**src/rtl/rv_pkg.sv**
```systemverilog
// Shared RV64I decode constants: major opcodes, special encodings and
// immediate-format tags used by the decode/issue stage.
package rv_pkg;

  localparam logic [6:0] OPC_OP        = 7'b0110011;
  localparam logic [6:0] OPC_OP_IMM    = 7'b0010011;
  localparam logic [6:0] OPC_OP_32     = 7'b0111011;
  localparam logic [6:0] OPC_OP_IMM_32 = 7'b0011011;
  localparam logic [6:0] OPC_LOAD      = 7'b0000011;
  localparam logic [6:0] OPC_STORE     = 7'b0100011;
  localparam logic [6:0] OPC_BRANCH    = 7'b1100011;
  localparam logic [6:0] OPC_JAL       = 7'b1101111;
  localparam logic [6:0] OPC_JALR      = 7'b1100111;
  localparam logic [6:0] OPC_LUI       = 7'b0110111;
  localparam logic [6:0] OPC_AUIPC     = 7'b0010111;
  localparam logic [6:0] OPC_SYSTEM    = 7'b1110011;

  localparam logic [31:0] NOP_IR   = 32'h0000_0013;
  localparam logic [31:0] ECALL_IR = 32'h0000_0073;

  typedef enum logic [2:0] {
    FMT_I,
    FMT_S,
    FMT_B,
    FMT_U,
    FMT_J,
    FMT_SH
  } imm_fmt_t;

  function automatic logic is_legal_opcode(input logic [6:0] opc);
    case (opc)
      OPC_OP, OPC_OP_IMM, OPC_OP_32, OPC_OP_IMM_32, OPC_LOAD, OPC_STORE,
      OPC_BRANCH, OPC_JAL, OPC_JALR, OPC_LUI, OPC_AUIPC, OPC_SYSTEM:
        is_legal_opcode = 1'b1;
      default:
        is_legal_opcode = 1'b0;
    endcase
  endfunction

endpackage

```
**src/rtl/imm_gen.sv**
```systemverilog
// Combinational immediate generator: extracts and sign-extends the RV64I
// immediate of an instruction and reports which format it used.
module imm_gen
  import rv_pkg::*;
#(
  parameter int XLEN = 64
) (
  input  logic [31:0]     ir,
  output logic [XLEN-1:0] imm,
  output imm_fmt_t        fmt
);

  logic [63:0] imm64;

  always_comb begin
    imm64 = '0;
    fmt   = FMT_I;
    case (ir[6:0])
      OPC_OP_IMM: begin
        // funct3 001/101 are the shifts; their shamt width follows XLEN
        if (ir[13:12] == 2'b01) begin
          fmt   = FMT_SH;
          imm64 = (XLEN == 64) ? {58'd0, ir[25:20]} : {59'd0, ir[24:20]};
        end else begin
          imm64 = {{52{ir[31]}}, ir[31:20]};
        end
      end
      OPC_OP_IMM_32: begin
        if (ir[13:12] == 2'b01) begin
          fmt   = FMT_SH;
          imm64 = {59'd0, ir[24:20]};
        end else begin
          imm64 = {{52{ir[31]}}, ir[31:20]};
        end
      end
      OPC_LOAD, OPC_JALR, OPC_SYSTEM: begin
        imm64 = {{52{ir[31]}}, ir[31:20]};
      end
      OPC_STORE: begin
        fmt   = FMT_S;
        imm64 = {{52{ir[31]}}, ir[31:25], ir[11:7]};
      end
      OPC_BRANCH: begin
        fmt   = FMT_B;
        imm64 = {{51{ir[31]}}, ir[31], ir[7], ir[30:25], ir[11:8], 1'b0};
      end
      OPC_LUI, OPC_AUIPC: begin
        fmt   = FMT_U;
        imm64 = {{32{ir[31]}}, ir[31:12], 12'd0};
      end
      OPC_JAL: begin
        fmt   = FMT_J;
        imm64 = {{43{ir[31]}}, ir[31], ir[19:12], ir[20], ir[30:21], 1'b0};
      end
      default: begin
        imm64 = '0;
      end
    endcase
    imm = imm64[XLEN-1:0];
  end

endmodule

```
**src/rtl/decode_issue_stage.sv**
```systemverilog
// RV64I decode/issue stage: resolves operands with MEM/WB forwarding, stalls on
// load-use / RAW hazards and outstanding control transfers, and registers the EXE latch.
module decode_issue_stage
  import rv_pkg::*;
#(
  parameter int XLEN    = 64,
  parameter int REG_AW  = 5,
  parameter bit FWD_EN  = 1'b1,
  parameter bit BR_HOLD = 1'b1
) (
  input  logic              CLK,
  input  logic              reset,
  input  logic              de_v,
  input  logic [31:0]       de_ir,
  input  logic [XLEN-1:0]   de_npc,
  output logic              de_ready,
  output logic [REG_AW-1:0] rf_rs1,
  output logic [REG_AW-1:0] rf_rs2,
  input  logic [XLEN-1:0]   rf_d1,
  input  logic [XLEN-1:0]   rf_d2,
  input  logic              mem_wr,
  input  logic [REG_AW-1:0] mem_drid,
  input  logic [XLEN-1:0]   mem_data,
  input  logic              wb_wr,
  input  logic [REG_AW-1:0] wb_drid,
  input  logic [XLEN-1:0]   wb_data,
  input  logic              flush,
  input  logic              br_resolved,
  input  logic              exe_ready,
  output logic              exe_v,
  output logic [31:0]       exe_ir,
  output logic [XLEN-1:0]   exe_npc,
  output logic [XLEN-1:0]   exe_op1,
  output logic [XLEN-1:0]   exe_op2,
  output logic [XLEN-1:0]   exe_imm,
  output logic              exe_ecall,
  output logic              exe_illegal
);

  logic [6:0]             opcode;
  logic [REG_AW-1:0]      rd;
  logic [XLEN-1:0]        imm;
  imm_fmt_t               fmt;
  logic [1:0][REG_AW-1:0] rs;
  logic [1:0][XLEN-1:0]   src_rf;
  logic [1:0][XLEN-1:0]   src_val;
  logic [1:0]             uses;
  logic [1:0]             src_haz;
  logic                   legal, is_ctrl, is_load, writes;
  logic                   hazard, br_block, issue;

  // EXE-pending record describing the instruction currently in the EXE latch
  logic [REG_AW-1:0]      ex_drid;
  logic                   ex_load;
  logic                   ex_wr;
  logic                   br_pend;

  imm_gen #(.XLEN(XLEN)) u_imm_gen (
    .ir  (de_ir),
    .imm (imm),
    .fmt (fmt)
  );

  assign opcode  = de_ir[6:0];
  assign rd      = de_ir[7 +: REG_AW];
  assign rs[0]   = de_ir[15 +: REG_AW];
  assign rs[1]   = de_ir[20 +: REG_AW];
  assign rf_rs1  = rs[0];
  assign rf_rs2  = rs[1];
  assign src_rf  = {rf_d2, rf_d1};

  assign legal   = is_legal_opcode(opcode);
  assign uses[0] = !(fmt == FMT_U || fmt == FMT_J);
  assign uses[1] = (opcode == OPC_OP) || (opcode == OPC_OP_32) || (fmt == FMT_S) || (fmt == FMT_B);
  assign is_ctrl = (opcode == OPC_JAL) || (opcode == OPC_JALR) || (opcode == OPC_BRANCH);
  assign is_load = (opcode == OPC_LOAD);
  assign writes  = legal && (rd != '0) && (opcode != OPC_STORE) && (opcode != OPC_BRANCH);

  genvar gi;
  generate
    for (gi = 0; gi < 2; gi++) begin : g_src
      assign src_val[gi] =
        (rs[gi] == '0)                                ? '0       :
        (FWD_EN && mem_wr && (mem_drid == rs[gi]))    ? mem_data :
        (FWD_EN && wb_wr  && (wb_drid  == rs[gi]))    ? wb_data  :
                                                        src_rf[gi];

      // Without forwarding every in-flight writer of a used source must retire first
      assign src_haz[gi] = uses[gi] && (rs[gi] != '0) && (FWD_EN ?
        (exe_v && ex_load && (ex_drid == rs[gi])) :
        ((exe_v && ex_wr && (ex_drid == rs[gi])) ||
         (mem_wr && (mem_drid == rs[gi])) ||
         (wb_wr  && (wb_drid  == rs[gi]))));
    end
  endgenerate

  assign hazard   = |src_haz;
  assign br_block = br_pend && !br_resolved;
  assign de_ready = !hazard && !br_block && (!exe_v || exe_ready);
  assign issue    = de_v && de_ready && !flush;

  always_ff @(posedge CLK) begin
    if (reset) begin
      exe_v       <= 1'b0;
      exe_ir      <= NOP_IR;
      exe_npc     <= '0;
      exe_op1     <= '0;
      exe_op2     <= '0;
      exe_imm     <= '0;
      exe_ecall   <= 1'b0;
      exe_illegal <= 1'b0;
      ex_drid     <= '0;
      ex_load     <= 1'b0;
      ex_wr       <= 1'b0;
      br_pend     <= 1'b0;
    end else begin
      if (flush) begin
        exe_v <= 1'b0;
      end else if (issue) begin
        exe_v       <= 1'b1;
        exe_ir      <= de_ir;
        exe_npc     <= de_npc;
        exe_op1     <= src_val[0];
        exe_op2     <= uses[1] ? src_val[1] : imm;
        exe_imm     <= imm;
        exe_ecall   <= (de_ir == ECALL_IR);
        exe_illegal <= !legal;
        ex_drid     <= rd;
        ex_load     <= is_load;
        ex_wr       <= writes;
      end else if (exe_ready) begin
        exe_v <= 1'b0;
      end

      if (flush) begin
        br_pend <= 1'b0;
      end else if (issue) begin
        br_pend <= BR_HOLD && is_ctrl;
      end else if (br_resolved) begin
        br_pend <= 1'b0;
      end
    end
  end

endmodule

```
**config.mk**
```make
export PLATFORM = sky130hd
export DESIGN_NAME = decode_issue_stage
export DESIGN_NICKNAME = d
export VERILOG_FILES = /design/src/rtl/rv_pkg.sv /design/src/rtl/imm_gen.sv /design/src/rtl/decode_issue_stage.sv
export SDC_FILE = /design/constraint.sdc
export NUM_CORES = 1
export LEC_CHECK = 0
export CORE_AREA = 2 2 260 262
export DETAILED_ROUTE_END_ITERATION = 16
export DIE_AREA = 0 0 262 264
export HOLD_SLACK_MARGIN = 0.03
export SLEW_MARGIN = 20
export SYNTH_ARGS = -nofsm -noshare
export SYNTH_HDL_FRONTEND = slang
export SYNTH_SLANG_ARGS = --single-unit
export TNS_END_PERCENT = 30
```
**constraint.sdc**
```tcl
create_clock -name CLK -period 2.7 [get_ports CLK]
set_input_delay 0.54 -clock CLK [delete_from_list [all_inputs] [get_ports CLK]]
set_output_delay 0.54 -clock CLK [all_outputs]
set_load 0.05 [all_outputs]
```
# Word-level counts from Yosys, hierarchy flattened
# Index checks and enable logic that the tools add are counted.
dict set report word_totals {
  register_bits 298
  input_bits 370
  output_inout_bits 302
  wordCells 96
}
dict set report op_classes {
  eq_ne 24
  muxes 17
  bitwise 1
  reduce_logical 43
}
# operator count
set op_table {}
lappend op_table {{2-to-1 mux 64 bit} 9}
lappend op_table {{one-hot mux 64 bit (7 select lines)} 1}
lappend op_table {{equality test 32 x 7 -> 1 bit (second input constant)} 1}
lappend op_table {{equality test 5 bit} 6}
lappend op_table {{equality test 7 x 6 -> 1 bit (second input constant)} 4}
lappend op_table {{equality test 7 bit (second input constant)} 4}
lappend op_table {{equality test 7 x 5 -> 1 bit (second input constant)} 3}
lappend op_table {{logical AND 1 bit} 16}
lappend op_table {{one-hot mux 3 bit (5 select lines)} 1}
lappend op_table {{OR reduction 12 bit} 1}
lappend op_table {{zero test 5 bit} 2}
lappend op_table {{nonzero test 5 bit} 2}
lappend op_table {{OR reduction 2 bit} 4}
lappend op_table {{equality test 7 x 2 -> 1 bit (second input constant)} 1}
lappend op_table {{zero test 1 bit} 7}
lappend op_table {{logical OR 1 bit} 7}
lappend op_table {{equality test 3 x 2 -> 1 bit (second input constant)} 2}
lappend op_table {{2-to-1 mux 1 bit} 5}
lappend op_table {{nonzero test 2 bit} 2}
lappend op_table {{equality test 3 x 1 -> 1 bit (second input constant)} 1}
lappend op_table {{equality test 3 bit (second input constant)} 1}
lappend op_table {{2-to-1 mux 3 bit} 1}
lappend op_table {{OR reduction 3 bit} 1}
lappend op_table {{equality test 2 x 1 -> 1 bit (second input constant)} 1}
lappend op_table {{2 further kinds} 2}

# Longest topological paths before layout
# Gate-level depths: netlist of the first run.
dict set report logic_depth {
  word_depth 15
  ltp_mapped 11
  ltp_nobuf 6
}

# Hierarchy
# From an unflattened synthesis of the first run, not the netlist that was laid out.
dict set report hier_totals {
  cells_unflattened 1875
  area_unflattened_um2 14421.3
}
# module n_inst cells_per_inst area_per_inst_um2 seq_area_each_um2
set by_module_without_submodules {}
lappend by_module_without_submodules {decode_issue_stage 1 1747 13486.7 5865.6}
lappend by_module_without_submodules {imm_gen 1 128 934.6 0.0}

# Least setup slack after synthesis of the first run
# No wires, ideal clock.
dict set report synth_path {
  path_type {input to output}
  from {input port de_ir[17]}
  to {output port de_ready}
  arrival_ns 2.988
  t_required_ns 2.160
  path_slack_ns -0.828
  cell_stages 5
  n_path_buf 1
  path_cell_list {buf_2 or4_4 nor2_4 nor4_2 nor4_1}
}
dict set report synth_via {
  elab_chain_cells 7
  elab_cells_between_ends 9
  cone_classes {eq/ne: 1; reduce/logical: 8}
}
# item line
set synth_rtl {}
lappend synth_rtl {{from (decl)} decode_issue_stage.sv:14} ;# input logic [31:0] de_ir,
lappend synth_rtl {{equality test 5 bit / nonzero test 5 bit (equally long branches)} n/a}
lappend synth_rtl {{logical AND 1 bit, on equally long branches} {decode_issue_stage.sv:90, decode_issue_stage.sv:89}}
lappend synth_rtl {{logical AND 1 bit *} decode_issue_stage.sv:89} ;# assign src_haz[gi] = uses[gi] && (rs[gi] != '0) && (FWD_EN ?
lappend synth_rtl {{OR reduction 2 bit *} decode_issue_stage.sv:97} ;# assign hazard = |src_haz;
lappend synth_rtl {{zero test 1 bit *} decode_issue_stage.sv:99} ;# assign de_ready = !hazard && !br_block && (!exe_v || exe_ready);
lappend synth_rtl {{logical AND 1 bit * (2 in a row)} decode_issue_stage.sv:99}
lappend synth_rtl {{to (decl)} decode_issue_stage.sv:16} ;# output logic de_ready,
# Mark *: on every way between the ends. The rest lies on a longest branch, timed or not.

# Final worst setup path of the first run
dict set report layout_path {
  from {input port de_ir[1]}
  to {output port de_ready}
}
dict set report layout_via {
  elab_chain_cells 12
  elab_cells_between_ends 29
  cone_classes {eq/ne: 13; mux: 1; reduce/logical: 15}
}
# item line
set layout_rtl {}
lappend layout_rtl {{equality test 7 x 6 -> 1 bit / equality test 7 x 5 -> 1 bit (equally long branches)} imm_gen.sv:18} ;# case (ir[6:0])
lappend layout_rtl {{OR reduction 2 bit, on equally long branches} n/a}
lappend layout_rtl {{one-hot mux 3 bit (5 select lines)} imm_gen.sv:18}
lappend layout_rtl {{equality test 3 x 2 -> 1 bit (tied with other cells)} decode_issue_stage.sv:73} ;# assign uses[0] = !(fmt == FMT_U || fmt == FMT_J);
lappend layout_rtl {{logical OR 1 bit, on equally long branches} {decode_issue_stage.sv:73, decode_issue_stage.sv:74}}
lappend layout_rtl {{zero test 1 bit / logical OR 1 bit (equally long branches)} {decode_issue_stage.sv:73, decode_issue_stage.sv:74}}
lappend layout_rtl {{logical AND 1 bit (2 in a row)} decode_issue_stage.sv:89}
lappend layout_rtl {{OR reduction 2 bit *} decode_issue_stage.sv:97}
lappend layout_rtl {{zero test 1 bit *} decode_issue_stage.sv:99}
lappend layout_rtl {{logical AND 1 bit * (2 in a row)} decode_issue_stage.sv:99}
# Marks and branches as above.

==> results.yml, run 1 <==
status:
  status: "finished, final reports clean"
sta:
  hold_viol_final: 0
  min_period_ns: 2.64
  skew_ns: 0.0165
  tightest_slew_ns: 0.711
  period_share: 0.978
  slew_viol_final: 0
  max_freq_mhz: 379
  finalHoldWorstSlack_ns: 0.315
  relSlewSlack: 0.525
  setup_viol_count_final: 0
  rsz0062_at_grt: "yes"
route:
  via_per_inst: 4.56
  wire_per_inst_um: 22.2
  drtPass1Iterations: 5
  antenna_left: 0
  drt-initial-drc-count: 993
  vias: 15100
  drt_wl_total_mm: 73.8
  remaining_drc_errors: 0
cells_and_area:
  fin_nets: 2780
  multi_input_area_um2: 6870
  fillers: 6959
  drive_gt1_frac: 0.144
  ff_latch_area_um2: 5230
  fin_cells: 3320
  area_growth_pct: 79.1
synthesis:
  synthCells: 1689
  synth_seq_cells: 261
  seq_area_frac_synth: 0.402
  synth.distinct_cells: 50
  ys_async_sr_fraction: 0
  yosys-top-cells-count: "nand2_1, dfxtp_1, nor2_1"
  synth_area_leaders: "dfxtp_1, nand2_1, nor2_1"
  syn_nets: 2059
  syn_area_per_cell_um2: 7.70
  ys_warn_count: 0
  synth_most_common_cell: "nand2_1"
  synth_edf_count: 0
  synth_ff_type: "dfxtp_1"
  yosysTopAreaCellShare: 0.402
  syn-cell-area_um2: 13000
  yosysTopAreaCell: "dfxtp_1"
global_route:
  grt_first_pass_wirelength_mm: 104
  track_usage: 0.205
  grt_max_degree: 96
  grt_overflow: 0
  first_global_vias: 15200
  antenna_found_initial: 21
power_and_ir_drop:
  power.net_switching_mw: 3.69
  p_int_mw: 8.61
  p_clk_frac: 0.423
  power_mw: 12.3
  p_leak_nw: 8.70
  switching_share: 0.300
  ir_drop_mv: 0.473
  comb_power_share: 0.237
  power_density_nw_per_um2: 528
  sequentialPowerShare: 0.340
floorplanning:
  die_area_um2: 69200
  chipHeight_um: 264
  dieWidth_um: 262
  start_util: 0.195
  ios: 672
  core-area_um2: 66600
  num_rows: 95
clocking:
  clk_path_buf_depth: 3
  clock_latency_ns: 0.54
  cts-root-buf: "clkbuf_16"
  cts_tree: "built"
  cts_buffers: 35
  cts.htree.levels: 2
  path_clk_slew_ns: 0.06
  clock-sinks: 261
worst_setup_path:
  crit_required_ns: 2.16
  worst_setup_path_end_kind: "output pin"
  critical_path_peak_fanout: 2
  crit_type: "primary input to output pin"
  worstPathArrival_ns: 2.10
  cp-start-kind: "primary input"
hold_path:
  hp-class: "primary input to register"
place:
  io_buffers: 671
  gp_congestion: 0.912
  hpwl_mm: 57.8
  dpl.cell_count: 3244
job:
  max-cap-violations: 0
kinds of logic after synthesis:
group / after synthesis / share of synthesized area
simple gates: 727 / 0.230
buf+inv: 200 / 0.0810
flops: 261 / 0.402
mux: 64 / 0.0493
compound gates: 407 / 0.217
xor+xnor: 30 / 0.0202
routing by layer:
metal | GRT usage | wire length [µm] | vias up
met5 | 0 | 67 | -
met4 | 0.0837 | 2670 | 10
met3 | 0.0589 | 6480 | 127
met2 | 0.351 | 35500 | 710
met1 | 0.237 | 29100 | 6998
li1 | - | - | 7292
cell type report:
cell class,count,area share
tap,873,0.0469
inverter,4,0.000645
timing repair buffer,880,0.378
sequential,261,0.224
clock inverter,11,0.00881
clock buffer,52,0.0456
multi-input combinational,1228,0.295
antenna,11,0.00118
flip-flops by register name, summed over array words and instances (netlist names):
register and count:
exe_npc 64, exe_op1 64, exe_op2 64, exe_imm 32
exe_ir 32, br_pend 1, ex_load 1, exe_ecall 1
exe_illegal 1, exe_v 1
power by group through the flow:
stage               Combinational, mW  Sequential, mW  Clock [mW]
detailed placement               2.92            4.26           0
global route                     3.08            4.20        5.48
global placement                 2.92            4.26           0
CTS                              2.94            4.18        5.35
finish                           2.91            4.18        5.20
floorplan                       0.701            4.93           0
placed cells by master (no fill, tap or decap), types with 3 or more instances in the layout:
cell,n
nor4_4,3
dfxtp_1,259
buf_6,6
xor2_1,16
nor2b_1,3
xnor2_1,12
nand3_1,19
a311oi_1,16
buf_4,199
or2_2,3
inv_1,4
nand3b_1,3
clkinv_2,5
diode_2,11
a21oi_1,129
bufinv_16,6
and2_1,3
or4_1,3
nor2_1,177
clkdlybuf4s50_1,609
nor4_1,9
mux2i_1,64
a22o_1,64
nand2_1,443
a211oi_1,53
clkbuf_8,9
buf_12,50
clkbuf_1,7
clkbuf_16,37
a311o_1,63
nor3_1,26
or3_1,5
dlygate4sd2_1,9
nor2_4,4
o21ai_0,69
o211ai_1,3
what timing repair did:
item                                   4_1_cts  5_1_grt
gates resized for setup                     48        7
hold buffers                                 0        0
setup endpoints to repair                   84       34
gates cloned                                 0        0
pin swaps                                   10        3
buffers inserted                             4        0
endpoints found under the hold margin        0        0
final timing paths:
path,start,to,slack [ns],cells after the start
worst max-delay path,de_ir[1],de_ready,0.06,6
worst min-delay path,de_ir[4],exe_ir[4],0.31,3
worst max register to register,exe_v,exe_op2[30],0.25,6
worst min register to register,exe_npc[31],exe_npc[31],0.45,2
critical path: stages:
cell and delay (ns):
clkdlybuf4s15_2 0.23, nand3_2 0.11, or4b_4 0.57, nor4_4 0.41
nor4_4 0.08, buf_6 0.16
stage by stage:
stage / instance area [µm²] / util / setup TNS (ns) / setup WS, ns
2_1_floorplan: 13000 / - / 0 / 0.000520
3_3_place_gp: 21900 / 0.329 / -136.97 / -0.858
3_5_place_dp: 21900 / 0.329 / -143.42 / -0.851
4_1_cts: 23300 / 0.350 / 0 / 0.00964
5_1_grt: 23300 / 0.350 / -0.000890 / -0.000890
6_report: 23300 / 0.350 / 0 / 0.0583
Power figures use the tool's default switching activity.
==> run 2, diff against run 1 <==
--- a/config.mk
+++ b/config.mk
@@ -5,9 +5,10 @@
 export SDC_FILE = /design/constraint.sdc
 export NUM_CORES = 1
 export LEC_CHECK = 0
-export CORE_AREA = 2 2 260 262
+export CORE_AREA = 2 2 263 265
+export CTS_CLUSTER_SIZE = 25
 export DETAILED_ROUTE_END_ITERATION = 16
-export DIE_AREA = 0 0 262 264
+export DIE_AREA = 0 0 265 267
 export HOLD_SLACK_MARGIN = 0.03
 export SLEW_MARGIN = 20
 export SYNTH_ARGS = -nofsm -noshare
==> run 2 against run 1 <==
Net effect:
- the flow now finishes with violations (setup timing)
- final cell count increased by 0.18%
- first-iteration DRC count decreased by 6.0%
- via count is essentially flat
- wire length fell by 1.8%
- die area rose by 2.3%
- sequential share of layout area up 0.23 points
- register-to-register slack got worse by 0.02 ns
- cell area is 1.0% lower
- global-route usage is 0.85 points lower
- clock power shrank 7.5%
- critical path depth grew 2
- critical path type unchanged
- critical endpoint unchanged
- highest routed layer unchanged
==> results.yml, run 2 (same netlist as run 1, synthesis figures left out) <==
worst_setup_path:
  cp_slowest_cell: "or3b_4"
  cp-start-kind: "primary input"
  crit_chain: "clkdlybuf4s15_1 -> buf_6 -> or3b_4 -> a21oi_4 -> nor4_4 -> buf_4 -> nor4_4 -> buf_6"
  timing.critical_path.max_delay_family: "buffers and inverters"
  crit_required_ns: 2.16
  critical_path_peak_fanout: 4
  worst_setup_path_end_kind: "output pin"
  crit_type: "primary input to output pin"
  worstPathArrival_ns: 2.16
  max_stage_delay_ns: 0.41
  path_buf_inv: 4
place:
  dpl_worst_slack_ns: -0.935
  gp_congestion: 0.877
  io_buffers: 671
  hpwl_mm: 56.1
status:
  status: "complete, but fails checks"
  violations: "setup timing"
route:
  wire_per_inst_um: 21.8
  vias: 15100
  via_per_inst: 4.55
  drt-initial-drc-count: 933
  drtPass1Iterations: 7
  antenna_left: 0
  drt_wl_total_mm: 72.5
  remaining_drc_errors: 0
sta:
  rsz0062_at_grt: "yes"
  hold_viol_final: 0
  fin_ws_ns: -0.000690
  finalHoldWorstSlack_ns: 0.294
  min_period_ns: 2.70
  relSlewSlack: 0.550
  max_freq_mhz: 370
  slew_viol_final: 0
  setup_viol_count_final: 1
  period_share: 1.00
  tightest_slew_ns: 0.673
  skew_ns: 0.0241
  fin_setup_tns_ns: -0.000690
floorplanning:
  dieWidth_um: 265
  ios: 672
  num_rows: 96
  chipHeight_um: 267
  die_area_um2: 70800
  start_util: 0.191
  core-area_um2: 68000
cells_and_area:
  fillers: 7180
  reg.largest.list: "exe_npc (64), exe_op1 (64), exe_op2 (64)"
  area_growth_pct: 77.3
  final_cell_mix: "clkdlybuf4s50_1, nand2_1, dfxtp_1"
  drive_gt1_frac: 0.139
  fin_nets: 2775
  layout_commonest_cell: "clkdlybuf4s50_1"
clocking:
  clk_path_buf_depth: 3
  cts_hold_buf: 0
  path_clk_slew_ns: 0.06
  cts-root-buf: "clkbuf_16"
  clock_latency_ns: 0.57
  clock-sinks: 261
  cts_tree: "built"
  cts.htree.levels: 2
  cts_buffers: 35
global_route:
  track_usage: 0.196
  grt_max_degree: 113
  first_global_vias: 14900
  grt_first_pass_wirelength_mm: 102
  grt_overflow: 0
  antenna_found_initial: 19
power_and_ir_drop:
  p_leak_nw: 8.55
  ir_drop_mv: 0.384
  power_density_nw_per_um2: 515
hold_path:
  hp-class: "primary input to register"
job:
  max-cap-violations: 0
## run 2: cell types whose count changed in the layout (fill, tap and decap cells not counted), moves of 2 or more
cell / before / now
buf_12: 50 / 39
buf_2: 2 / 0
buf_4: 199 / 201
buf_6: 6 / 9
bufinv_16: 6 / 2
clkbuf_16: 37 / 35
clkdlybuf4s15_1: 1 / 4
clkdlybuf4s15_2: 2 / 0
clkinv_8: 0 / 2
clkinvlp_4: 0 / 2
diode_2: 11 / 13
inv_6: 0 / 2
## run 2: timing repair
action | in CTS | in global routing
cloned | 1 | 0
buffers inserted | 11 | 1
pin swaps | 14 | 2
setup endpoints to repair | 228 | 122
resized for setup | 34 | 8
## run 2: power by group
part	switching, mW	leakage (nW)	internal [mW]
registers	0.114	2.14	4.06
clock network	2.00	0.574	2.81
logic	1.64	5.84	1.24
total	3.76	8.55	8.11
## run 2: path summary, 6_finish.rpt
path	start	to	slack, ns	cells after the start
min	de_ir[3]	exe_ir[3]	0.29	3
max reg2reg	exe_ir[8]	exe_op2[14]	0.23	9
max	de_ir[6]	de_ready	-0.0007	8
min reg2reg	exe_npc[24]	exe_npc[24]	0.45	2
## run 2: per-layer routing
metal | vias to the layer above | wire (µm) | track usage
li1 | 7260 | - | -
met1 | 7111 | 29000 | 0.227
met2 | 661 | 35200 | 0.340
met3 | 99 | 6070 | 0.0583
met4 | 4 | 2140 | 0.0767
met5 | - | 30 | 0
## run 2: metrics by stage
stage | std cells | total power, mW | utilization | area, µm²
after floorplan | 1689 | 5.63 | - | 13000
after global placement | 3238 | 7.12 | 0.319 | 21700
after detailed placement | 3238 | 7.12 | 0.319 | 21700
after CTS | 3312 | 12.0 | 0.338 | 23000
after global routing | 3324 | 12.3 | 0.339 | 23000
final | 3326 | 11.9 | 0.339 | 23100
## run 2: worst reg2reg max path: stages, from the launching register on
cell and delay [ns]:
dfxtp_1 0.42, xnor2_1 0.15, nand4_1 0.23, nor4_4 0.41, buf_4 0.18, or3_4 0.19, buf_4 0.21, buf_4 0.26
a21oi_1 0.07, a211oi_1 0.27
## run 2: layout make-up
cell class,instances,area (µm²),area share
Multi-Input combinational cell,1229,6870,0.298
Clock inverter,15,179,0.00776
Inverter,4,15.0,0.000651
Tap cell,882,1100,0.0479
Timing Repair Buffer,874,8630,0.375
Sequential cell,261,5230,0.227
Clock buffer,48,995,0.0432
Antenna cell,13,32.5,0.00141
==> run 3, diff against run 2 <==
--- a/config.mk
+++ b/config.mk
@@ -9,7 +9,6 @@
 export CTS_CLUSTER_SIZE = 25
 export DETAILED_ROUTE_END_ITERATION = 16
 export DIE_AREA = 0 0 265 267
-export HOLD_SLACK_MARGIN = 0.03
 export SLEW_MARGIN = 20
 export SYNTH_ARGS = -nofsm -noshare
 export SYNTH_HDL_FRONTEND = slang
==> results of run 3 <==
No change in the layout: final DEF, timing and power equal those of run 2.
